$ cat src/rtl/avr_trace_pkg.sv
// avr_trace_pkg
// Shared types for the program-memory fetch tracer:
//   PAW         program address width in words
//   trace_rec_t one instruction record as seen by the trace consumer
//   fsm_t       word-pairing state (W0: expecting first word, W1: holding it)
//   is32()      true for opcodes that carry a second word (lds/sts/jmp/call)
package avr_trace_pkg;

  localparam int PAW = 16;

  typedef struct packed {
    logic [PAW-1:0] adr;
    logic [15:0]    w0;
    logic [15:0]    w1;
    logic           is32;
    logic           err;
  } trace_rec_t;

  typedef enum logic {
    W0 = 1'b0,
    W1 = 1'b1
  } fsm_t;

  // lds/sts : 1001_00?x_xxxx_0000
  // jmp/call: 1001_010x_xxxx_11xx
  function automatic logic is32(input logic [15:0] w);
    logic ldst;
    logic jmpcall;
    ldst    = (w[15:10] == 6'b100100) && (w[3:0] == 4'b0000);
    jmpcall = (w[15:9] == 7'b1001010) && (w[3:2] == 2'b11);
    return ldst | jmpcall;
  endfunction

endpackage

$ cat src/rtl/avr_fetch_tracer_if.sv
// avr_fetch_tracer_if
// Bundles the fetch-side strobe, the trace valid/ready channel and the
// status outputs of the tracer.
//   master: the surrounding system (core fetch + trace consumer)
//   slave : the tracer itself
interface avr_fetch_tracer_if #(
  parameter int CW = 16
);
  import avr_trace_pkg::*;

  logic           if_vld;
  logic [PAW-1:0] if_adr;
  logic [15:0]    if_dat;
  logic           if_flush;
  logic           tr_vld;
  logic           tr_rdy;
  trace_rec_t     tr_rec;
  logic           ovf;
  logic [CW-1:0]  drop_cnt;
  logic           pend;

  modport master (
    output if_vld, if_adr, if_dat, if_flush, tr_rdy,
    input  tr_vld, tr_rec, ovf, drop_cnt, pend
  );

  modport slave (
    input  if_vld, if_adr, if_dat, if_flush, tr_rdy,
    output tr_vld, tr_rec, ovf, drop_cnt, pend
  );

endinterface

$ cat src/rtl/avr_trace_fifo.sv
// avr_trace_fifo
// Show-ahead record FIFO with a write port taking 0, 1 or 2 records per cycle.
//   clk, rst    clock, synchronous active-high reset
//   wr_cnt_i    number of records to write this cycle (0..2), dat0 first
//   wr_dat0_i   first record
//   wr_dat1_i   second record (written only when wr_cnt_i == 2)
//   rd_i        pop the head (ignored when empty)
//   rd_dat_o    head record
//   full_o      no free slot
//   empty_o     no record held
//   free_cnt_o  number of free slots
// The caller never writes more records than free_cnt_o plus a same-cycle pop.
module avr_trace_fifo #(
  parameter int  DEPTH = 8,
  parameter type rec_t = logic
) (
  input  logic                   clk,
  input  logic                   rst,
  input  logic [1:0]             wr_cnt_i,
  input  rec_t                   wr_dat0_i,
  input  rec_t                   wr_dat1_i,
  input  logic                   rd_i,
  output rec_t                   rd_dat_o,
  output logic                   full_o,
  output logic                   empty_o,
  output logic [$clog2(DEPTH):0] free_cnt_o
);

  localparam int AW = $clog2(DEPTH);
  localparam int PW = AW + 1;

  rec_t          mem_q [DEPTH];
  logic [PW-1:0] wr_ptr_q;
  logic [PW-1:0] rd_ptr_q;
  logic [PW-1:0] wr_ptr_p1;
  logic [PW-1:0] used;

  // Pointers carry one extra wrap bit so full and empty are distinguishable.
  assign empty_o    = (wr_ptr_q == rd_ptr_q);
  assign full_o     = (wr_ptr_q[AW] != rd_ptr_q[AW]) &&
                      (wr_ptr_q[AW-1:0] == rd_ptr_q[AW-1:0]);
  assign used       = wr_ptr_q - rd_ptr_q;
  assign free_cnt_o = PW'(DEPTH) - used;
  assign wr_ptr_p1  = wr_ptr_q + PW'(1);
  assign rd_dat_o   = mem_q[rd_ptr_q[AW-1:0]];

  always_ff @(posedge clk) begin
    if (rst) begin
      wr_ptr_q <= '0;
      rd_ptr_q <= '0;
    end else begin
      wr_ptr_q <= wr_ptr_q + PW'(wr_cnt_i);
      if (rd_i && !empty_o) begin
        rd_ptr_q <= rd_ptr_q + PW'(1);
      end
    end
  end

  // Storage is not reset; only the pointers define which slots are live.
  always_ff @(posedge clk) begin
    if (wr_cnt_i != 2'd0) begin
      mem_q[wr_ptr_q[AW-1:0]] <= wr_dat0_i;
    end
    if (wr_cnt_i == 2'd2) begin
      mem_q[wr_ptr_p1[AW-1:0]] <= wr_dat1_i;
    end
  end

endmodule

$ cat src/rtl/avr_fetch_tracer.sv
// avr_fetch_tracer
// Passive monitor on the program-memory fetch interface. Pairs the words of
// 32-bit opcodes into one record, buffers records and hands them to a trace
// consumer over valid/ready. The core is never stalled: records that find no
// free slot are dropped and counted.
//   clk, rst        clock, synchronous active-high reset
//   bus.if_vld      fetch strobe
//   bus.if_adr      word address of the fetched word
//   bus.if_dat      fetched word
//   bus.if_flush    pipeline flush, discards a held first word
//   bus.tr_vld      record available
//   bus.tr_rdy      consumer accepts the record
//   bus.tr_rec      head record
//   bus.ovf         sticky: at least one record dropped
//   bus.drop_cnt    saturating count of dropped records
//   bus.pend        first word of a 32-bit pair is held
module avr_fetch_tracer
  import avr_trace_pkg::*;
#(
  parameter int DEPTH = 8,
  parameter int CW    = 16
) (
  input logic               clk,
  input logic               rst,
  avr_fetch_tracer_if.slave bus
);

  localparam int AW = $clog2(DEPTH);
  localparam int FW = AW + 2;

  fsm_t           state_q, state_d;
  logic [PAW-1:0] hold_adr_q, hold_adr_d;
  logic [15:0]    hold_w0_q, hold_w0_d;
  logic           ovf_q, ovf_d;
  logic [CW-1:0]  drop_q, drop_d;

  trace_rec_t     rec_a;
  trace_rec_t     rec_b;
  trace_rec_t     cur_rec;
  logic [1:0]     n_push;
  logic [1:0]     n_acc;
  logic [1:0]     n_drop;
  logic [PAW-1:0] hold_adr_p1;
  logic [FW-1:0]  free_eff;
  logic [CW:0]    drop_sum;

  logic           fifo_empty;
  logic           fifo_full;
  logic [AW:0]    fifo_free;
  trace_rec_t     fifo_head;
  logic           pop;

  assign hold_adr_p1 = hold_adr_q + PAW'(1);
  assign pop         = !fifo_empty && bus.tr_rdy;

  // Pairing FSM. Records to push are packed into rec_a/rec_b in issue order.
  always_comb begin
    state_d    = state_q;
    hold_adr_d = hold_adr_q;
    hold_w0_d  = hold_w0_q;
    rec_a      = '0;
    rec_b      = '0;
    n_push     = 2'd0;
    cur_rec    = '0;
    cur_rec.adr = bus.if_adr;
    cur_rec.w0  = bus.if_dat;

    if (bus.if_flush) begin
      state_d = W0;
    end else if (bus.if_vld) begin
      if (state_q == W1 && bus.if_adr == hold_adr_p1) begin
        rec_a.adr  = hold_adr_q;
        rec_a.w0   = hold_w0_q;
        rec_a.w1   = bus.if_dat;
        rec_a.is32 = 1'b1;
        n_push     = 2'd1;
        state_d    = W0;
      end else begin
        // A broken pair is reported first, then the current word is
        // handled as a fresh first word in the same cycle.
        if (state_q == W1) begin
          rec_a.adr  = hold_adr_q;
          rec_a.w0   = hold_w0_q;
          rec_a.is32 = 1'b1;
          rec_a.err  = 1'b1;
          n_push     = 2'd1;
        end
        if (is32(bus.if_dat)) begin
          state_d    = W1;
          hold_adr_d = bus.if_adr;
          hold_w0_d  = bus.if_dat;
        end else begin
          state_d = W0;
          if (n_push == 2'd0) begin
            rec_a = cur_rec;
          end else begin
            rec_b = cur_rec;
          end
          n_push = n_push + 2'd1;
        end
      end
    end
  end

  // A same-cycle pop frees a slot; records beyond the free space are dropped,
  // and since they are packed in order the later one is dropped first.
  always_comb begin
    free_eff = {1'b0, fifo_free} + FW'(pop);
    if (FW'(n_push) <= free_eff) begin
      n_acc = n_push;
    end else begin
      n_acc = free_eff[1:0];
    end
    n_drop   = n_push - n_acc;
    drop_sum = {1'b0, drop_q} + (CW+1)'(n_drop);
    drop_d   = drop_sum[CW] ? '1 : drop_sum[CW-1:0];
    ovf_d    = ovf_q | (n_drop != 2'd0);
  end

  always_ff @(posedge clk) begin
    if (rst) begin
      state_q    <= W0;
      hold_adr_q <= '0;
      hold_w0_q  <= '0;
      ovf_q      <= 1'b0;
      drop_q     <= '0;
    end else begin
      state_q    <= state_d;
      hold_adr_q <= hold_adr_d;
      hold_w0_q  <= hold_w0_d;
      ovf_q      <= ovf_d;
      drop_q     <= drop_d;
    end
  end

  avr_trace_fifo #(
    .DEPTH (DEPTH),
    .rec_t (trace_rec_t)
  ) u_fifo (
    .clk        (clk),
    .rst        (rst),
    .wr_cnt_i   (n_acc),
    .wr_dat0_i  (rec_a),
    .wr_dat1_i  (rec_b),
    .rd_i       (pop),
    .rd_dat_o   (fifo_head),
    .full_o     (fifo_full),
    .empty_o    (fifo_empty),
    .free_cnt_o (fifo_free)
  );

  assign bus.tr_vld   = !fifo_empty;
  assign bus.tr_rec   = fifo_head;
  assign bus.ovf      = ovf_q;
  assign bus.drop_cnt = drop_q;
  assign bus.pend     = (state_q == W1);

  // Full is implied by free_cnt; kept as a port of the FIFO for other users.
  logic unused_full;
  assign unused_full = fifo_full;

endmodule

$ cat src/flat_wrapper.sv
// flat-port wrapper written by rule: the top's interface ports become plain ports
module avr_fetch_tracer_flat import avr_trace_pkg::*;
#(
  parameter int DEPTH = 8,
  parameter int CW    = 16
)
  (clk, rst, bus_if_vld, bus_if_adr, bus_if_dat, bus_if_flush, bus_tr_rdy, bus_tr_vld, bus_tr_rec, bus_ovf, bus_drop_cnt, bus_pend);
  avr_fetch_tracer_if #(.CW(CW)) bus_i ();
  input logic clk;
  input logic rst;
  input wire logic [$bits(bus_i.if_vld)-1:0] bus_if_vld;
  input wire logic [$bits(bus_i.if_adr)-1:0] bus_if_adr;
  input wire logic [$bits(bus_i.if_dat)-1:0] bus_if_dat;
  input wire logic [$bits(bus_i.if_flush)-1:0] bus_if_flush;
  input wire logic [$bits(bus_i.tr_rdy)-1:0] bus_tr_rdy;
  output wire logic [$bits(bus_i.tr_vld)-1:0] bus_tr_vld;
  output wire logic [$bits(bus_i.tr_rec)-1:0] bus_tr_rec;
  output wire logic [$bits(bus_i.ovf)-1:0] bus_ovf;
  output wire logic [$bits(bus_i.drop_cnt)-1:0] bus_drop_cnt;
  output wire logic [$bits(bus_i.pend)-1:0] bus_pend;
  assign bus_i.if_vld = bus_if_vld;
  assign bus_i.if_adr = bus_if_adr;
  assign bus_i.if_dat = bus_if_dat;
  assign bus_i.if_flush = bus_if_flush;
  assign bus_i.tr_rdy = bus_tr_rdy;
  assign bus_tr_vld = bus_i.tr_vld;
  assign bus_tr_rec = bus_i.tr_rec;
  assign bus_ovf = bus_i.ovf;
  assign bus_drop_cnt = bus_i.drop_cnt;
  assign bus_pend = bus_i.pend;
  avr_fetch_tracer #(.DEPTH(DEPTH), .CW(CW)) u_core (.clk(clk), .rst(rst), .bus(bus_i));
endmodule
$ cat config.mk
export PLATFORM = sky130hd
export DESIGN_NAME = avr_fetch_tracer_flat
export DESIGN_NICKNAME = d
export VERILOG_FILES = /design/src/rtl/avr_trace_pkg.sv /design/src/rtl/avr_fetch_tracer_if.sv /design/src/rtl/avr_trace_fifo.sv /design/src/rtl/avr_fetch_tracer.sv /design/src/flat_wrapper.sv
export SDC_FILE = /design/constraint.sdc
export NUM_CORES = 1
export LEC_CHECK = 0
export CAP_MARGIN = 20
export CORE_ASPECT_RATIO = 0.7
export CORE_MARGIN = 10
export CORE_UTILIZATION = 45
export DETAILED_ROUTE_END_ITERATION = 7
export SLEW_MARGIN = 25
export SYNTH_ARGS = -nofsm -noshare
export SYNTH_HDL_FRONTEND = slang
export SYNTH_SLANG_ARGS = --single-unit
$ cat constraint.sdc
create_clock -name clk -period 9.7 [get_ports clk]
set_input_delay 1.94 -clock clk [delete_from_list [all_inputs] [get_ports clk]]
set_output_delay 1.94 -clock clk [all_outputs]
set_load 0.02 [all_outputs]
=== Word-level counts from Yosys, hierarchy flattened ===
Memories as Yosys holds them, arrays and structs flattened. A register that Yosys moved wholly into a read port is not among the register bits.
Index checks and enable logic that the tools add are counted.

* $add $sub $neg: 10
* Multipliers: 0
* Divide/modulo/power cells: 0
* Order comparisons: 1
* Eq/ne operators: 6
* Shift operators: 0
* Mux-type cells: 31
* Bitwise logic cells: 4
* Reductions and logical operators: 12

{| class="wikitable"
|+ Operator list
! kind !! count
|-
| 50-bit 2-to-1 mux || 9
|-
| 49-bit 2-to-1 mux || 1
|-
| 32-bit 2-to-1 mux || 1
|-
| 2-bit 2-to-1 mux || 9
|-
| 16-bit by 2-bit adder with 17-bit output || 1
|-
| 16-bit by 1-bit adder with 16-bit output (second input constant) || 1
|-
| 16-bit equality test || 1
|-
| 16-bit 2-to-1 mux || 1
|-
| 1-bit 2-to-1 mux || 8
|-
| 7-bit equality test (second input constant) || 1
|-
| 6-bit equality test (second input constant) || 1
|-
| 3-bit 2-to-1 mux || 2
|-
| 4-bit by 1-bit adder with 5-bit output || 1
|-
| 2-bit by 5-bit <= comparator with 1-bit output || 1
|-
| 1-bit logical AND || 5
|-
| 4-bit by 1-bit adder with 4-bit output (second input constant) || 1
|-
| 4-bit by 2-bit adder with 4-bit output || 1
|-
| 2-bit equality test (second input constant) || 2
|-
| 4-bit equality test || 1
|-
| 4-bit logical NOT || 1
|-
| 4-bit AND reduction || 1
|-
| 2-bit nonzero test || 2
|-
| 4-bit subtractor || 1
|-
| 4-bit subtractor (first input constant) || 1
|-
| 8 further kinds || 10
|}

* Register bits after elaboration: 58
* Latch bits: 0
* Memory bits (writable): 400
* Memory bits (read-only): 0
* Output and inout port bits: 69
* Word-level logic and storage cells: 72
* Memories: 1

{| class="wikitable"
|+ Memories
! memory !! depth !! width !! read ports !! clocked after memory_dff !! wr ports !! RTL line !! RTL
|-
| u_core.u_fifo.mem_q || 8 || 50 || 1 || 1 || 2 || avr_trace_fifo.sv:32 || <nowiki>rec_t mem_q [DEPTH];</nowiki>
|}

=== Longest topological paths before layout ===
* Word-level depth: 16
* Mapped depth: 29

=== Modules after synthesis ===
A second synthesis with hierarchy kept.

* Cells, all modules: 1528
* Area total of the unflattened synthesis: 24069.3 um^2

{| class="wikitable"
|+ Modules (own cells, without submodules)
! module !! instances !! cells an instance !! area each (um^2)
|-
| avr_trace_fifo || 1 || 1114 || 20622.3
|-
| avr_fetch_tracer || 1 || 414 || 3447.1
|}

=== Least setup slack after synthesis ===
No wires, ideal clock.

* Path type: in2reg
* Start: in bus_if_adr[2]
* End: reg u_core.drop_q[3], in the netlist u_core.bus.drop_cnt[3]
* Library setup time: 0.071 ns
* Data arrival time: 7.072 ns
* Data required time: 9.629 ns
* Setup slack: 2.558 ns
* Stages on the path: 22
* Path buffers: 4
* Path through: clkbuf_1 -> xor2_1 -> o21ai_0 -> o32ai_1 -> or3b_1 -> nor4_4 -> buf_6 -> o21ai_0 -> ha_1 -> a2111oi_1 -> clkbuf_1 -> o21ai_0 -> ha_1 -> nand3b_1 -> a21o_1 -> nand3_1 -> fa_1 -> and3_1 -> nand4_1 -> or3_1 -> clkbuf_1 -> a21oi_1

* Longest elaborated chain between the ends: 10

{| class="wikitable"
|+ Ends and longest elaborated chain
! item !! RTL line !! RTL
|-
| start, declared || flat_wrapper.sv:12 || <nowiki>input wire logic [$bits(bus_i.if_adr)-1:0] bus_if_adr;</nowiki>
|-
| 16-bit equality test * || avr_fetch_tracer.sv:71 || <nowiki>if (state_q == W1 && bus.if_adr == hold_adr_p1) begin</nowiki>
|-
| 1-bit logical AND * || avr_fetch_tracer.sv:71 ||
|-
| 2-bit 2-to-1 mux * || avr_fetch_tracer.sv:71 ||
|-
| 2-bit 2-to-1 mux * || avr_fetch_tracer.sv:70 || <nowiki>end else if (bus.if_vld) begin</nowiki>
|-
| 2-bit 2-to-1 mux * || avr_fetch_tracer.sv:68 || <nowiki>if (bus.if_flush) begin</nowiki>
|-
| 2-bit by 5-bit <= comparator with 1-bit output || avr_fetch_tracer.sv:109 || <nowiki>if (FW'(n_push) <= free_eff) begin</nowiki>
|-
| 2-bit 2-to-1 mux || avr_fetch_tracer.sv:109 ||
|-
| 2-bit subtractor * || avr_fetch_tracer.sv:114 || <nowiki>n_drop = n_push - n_acc;</nowiki>
|-
| 16-bit by 2-bit adder with 17-bit output * || avr_fetch_tracer.sv:115 || <nowiki>drop_sum = {1'b0, drop_q} + (CW+1)'(n_drop);</nowiki>
|-
| 16-bit 2-to-1 mux * || avr_fetch_tracer.sv:116 || <nowiki>drop_d = drop_sum[CW] ? '1 : drop_sum[CW-1:0];</nowiki>
|-
| end signal, assigned || avr_fetch_tracer.sv:132 || <nowiki>drop_q <= drop_d;</nowiki>
|-
| end, declared || avr_fetch_tracer.sv:35 || <nowiki>logic [CW-1:0] drop_q, drop_d;</nowiki>
|}

Every way passes the cells marked *; elsewhere a longest branch is shown, timed or not.
A chain may end at the register's enable or synchronous reset.

==> reports/results.txt <==
outcome: finished clean
Root Driver: clkbuf_16
CP startpoint kind: input pin
worst path arrival time: 8.05 ns
Final setup viols: 0
postcts setup bufs: 0
Min-Delay Path Class: flip-flop to flip-flop
syn avg cell area: 12.8 um^2
DRT Pass-1 Iters: 6
pwr/cell area: 219 nW/um^2
n_diodes: 0
largest net degree at the start of global routing: 60
DR vias: 15,688
Yosys reg bits: 461
post-synthesis mux area share: 0.154
global-route wire length before repair: 100,000 um
filler cell count: 4,043
RR Startpoint: u_core.hold_adr_q[0]
WHS Path Cells: 1
grt ovf: 0
Netlist cell types: 67
Vias/cell: 6.57
FF+latch area: 11,800 um^2
post-CTS sizing: 0
largest family of logic cells by synthesized area: compound AO/OA/AOI/OAI gates
worst skew pair latency: 0.57 ns
layout cell share with drive strength beyond 1: 0.174
die height: 203 um
initial core utilization: 0.453
top_reg_cell synth: edfxtp_1
post-synthesis compound-gate area fraction: 0.167
max-slew violation count: 0
post-synth top area cell: edfxtp_1
Top Ports: 106
DIE AREA: 57,300 um^2
per-cell routed wire length: 27.8 um
Worst-path clk slew: 0.06 ns
maximum clock rate: 0.127 GHz
Num CTS Buffers: 45
Rows: 67
number of synthesized flops with an enable pin: 256
max_cap viols: 0
commonest cells in the netlist: o22ai_1, edfxtp_1, dfxtp_1
Async SR Flop Fraction: 0
Synth Area in Simple Gates: 0.0694
Final Util: 0.518
GRT Total Usage: 0.229
FF-to-FF path depth: 18
H-tree lvl count: 2
worst setup path class: input pin to flip-flop
hold_sp: u_core.u_fifo.mem_q[7][15]
VDD IR max: 0.124 mV
DRC Markers: 0
RSZ-0062 raised after global routing: false
Final min period: 7.87 ns
Critical Path RT: 9.88 ns
placed wire-length estimate: 39,400 um
initial DRC count: 1,754
most frequent cell after synthesis: o22ai_1
Synth Instances: 1,685
Hold EP: u_core.u_fifo.mem_q[7][15]
area of the multi-input gates: 9170 um^2
Clock Path Buffers: 3
final hold violation count: 0
Port-buffer cells: 105
Mapped Area: 21,600 um^2
post-synthesis net count: 1,741
nets: 1,788
drt total wl: 66,400 um
initial antenna violation count: 0
yosys warns: 0
CTS tree: done
worst-margin pin slew: 1.04 ns
crit end category: flip-flop
clock skew: 0.0149 ns
hold buffers post-CTS: 0
Setup TNS: 0 ns
die width: 282 um
final worst-path cycle share: 0.812
Routed Antenna Nets: 0
xor/xnor share of the synthesized area: 0.0162
Core ar.: 47,700 um^2
clock sink total: 461
internal reg-to-reg setup slack: 3.18 ns
worst r2r dst: u_core.u_fifo.mem_q[2][49]
Area growth, synth to finish: 14.3%
Yosys top cell area share: 0.356
leakage: 8.32 nW
Slew HR: 0.308
vias in the first global route: 15,967
GPL Wtd Cong: 0.816
top cells by area, synth: edfxtp_1, dfxtp_1, mux4_2
CP Max Fanout: 35
register area share after synthesis: 0.546
fraction of the mapped netlist area in adder cells: 0.0120
-- routing by layer --
layer	vias up	share of wire	GRT usage	wire, um
met2	822	0.45	0.349	29600
met5	-	0	0	0
li1	6826	-	-	-
met1	7927	0.43	0.324	28900
met3	113	0.094	0.0459	6230
met4	0	0.025	0.0696	1680
-- how the worst max path moves through the flow --
stage	cells after the start	endpoint	start
4_1_cts	17	u_core.u_fifo.mem_q[3][49]	bus_if_dat[3]
6_report	17	u_core.u_fifo.mem_q[2][49]	bus_if_dat[1]
2_1_floorplan	22	u_core.bus.drop_cnt[3]	bus_if_adr[2]
5_1_grt	26	u_core.bus.drop_cnt[15]	bus_if_dat[3]
3_3_place_gp	17	u_core.u_fifo.mem_q[3][42]	bus_if_dat[0]
3_5_place_dp	17	u_core.u_fifo.mem_q[3][47]	bus_if_dat[0]
-- metrics by stage --
| stage | hold slack, ns | cells | area [um^2] | power, mW | setup WS (ns) |
|---|---|---|---|---|---|
| floorplan | 0.425 | 1685 | 21600 | 3.12 | 2.56 |
| global placement | 0.433 | 2306 | 23200 | 3.61 | 1.54 |
| detailed placement | 0.441 | 2306 | 23200 | 3.62 | 1.44 |
| CTS | 0.451 | 2388 | 24700 | 5.43 | 1.93 |
| global route | 0.471 | 2388 | 24700 | 5.60 | 1.47 |
| finish | 0.457 | 2388 | 24700 | 5.40 | 1.83 |
-- critical path: stages --
cell	delay, ns
clkdlybuf4s50_1	0.60
nor4_1	0.43
nor2_1	0.09
a211o_1	0.46
ha_1	0.91
o21ai_0	0.33
ha_1	0.29
inv_1	0.05
a21oi_1	0.07
a2111oi_2	0.34
mux2_2	0.45
nor3_1	0.35
o31ai_4	0.11
buf_4	0.34
a21boi_4	0.22
buf_4	0.24
inv_2	0.77
-- cells by family after synthesis --
group           count (synthesis)
compound gates                499
xor+xnor                       40
fa+ha+maj                      19
buf+inv                       170
flops                         461
mux                           200
simple gates                  296
-- cell type report --
type	count	area share
sequential	461	0.478
multi-input combinational	1054	0.371
clock buffer	70	0.0552
timing repair buffer	142	0.0536
tap	621	0.0314
clock inverter	12	0.00668
inverter	28	0.00425
-- sequential cells by signal (all words and copies together) (netlist names), named ones only --
signal / flops
u_core.hold_w0_q: 16
u_core.bus.ovf: 1
u_core.u_fifo.mem_q: 400
u_core.bus.pend: 1
u_core.u_fifo.wr_ptr_q: 4
u_core.u_fifo.rd_ptr_q: 4
u_core.bus.drop_cnt: 16
u_core.hold_adr_q: 16
-- power breakdown --
part           internal (mW)  switching (mW)
registers               2.16          0.0848
logic                  0.565           0.764
clock network           1.07           0.757
-- layout by cell type (no fill, tap or decap), drive strengths merged, types with 20 or more instances in the layout --
cell type and count:
inv 30, dfxtp 205, a22oi 28, o22ai 257, clkdlybuf4s50 104, buf 38, mux2i 46, a22o 64
mux4 100, nor2 60, nor2b 24, mux2 54, clkbuf 70, nand2 111, a21oi 39, o2bb2ai 64
edfxtp 256, xnor2 25, nand3 20
(Power assumes the default switching activity.)
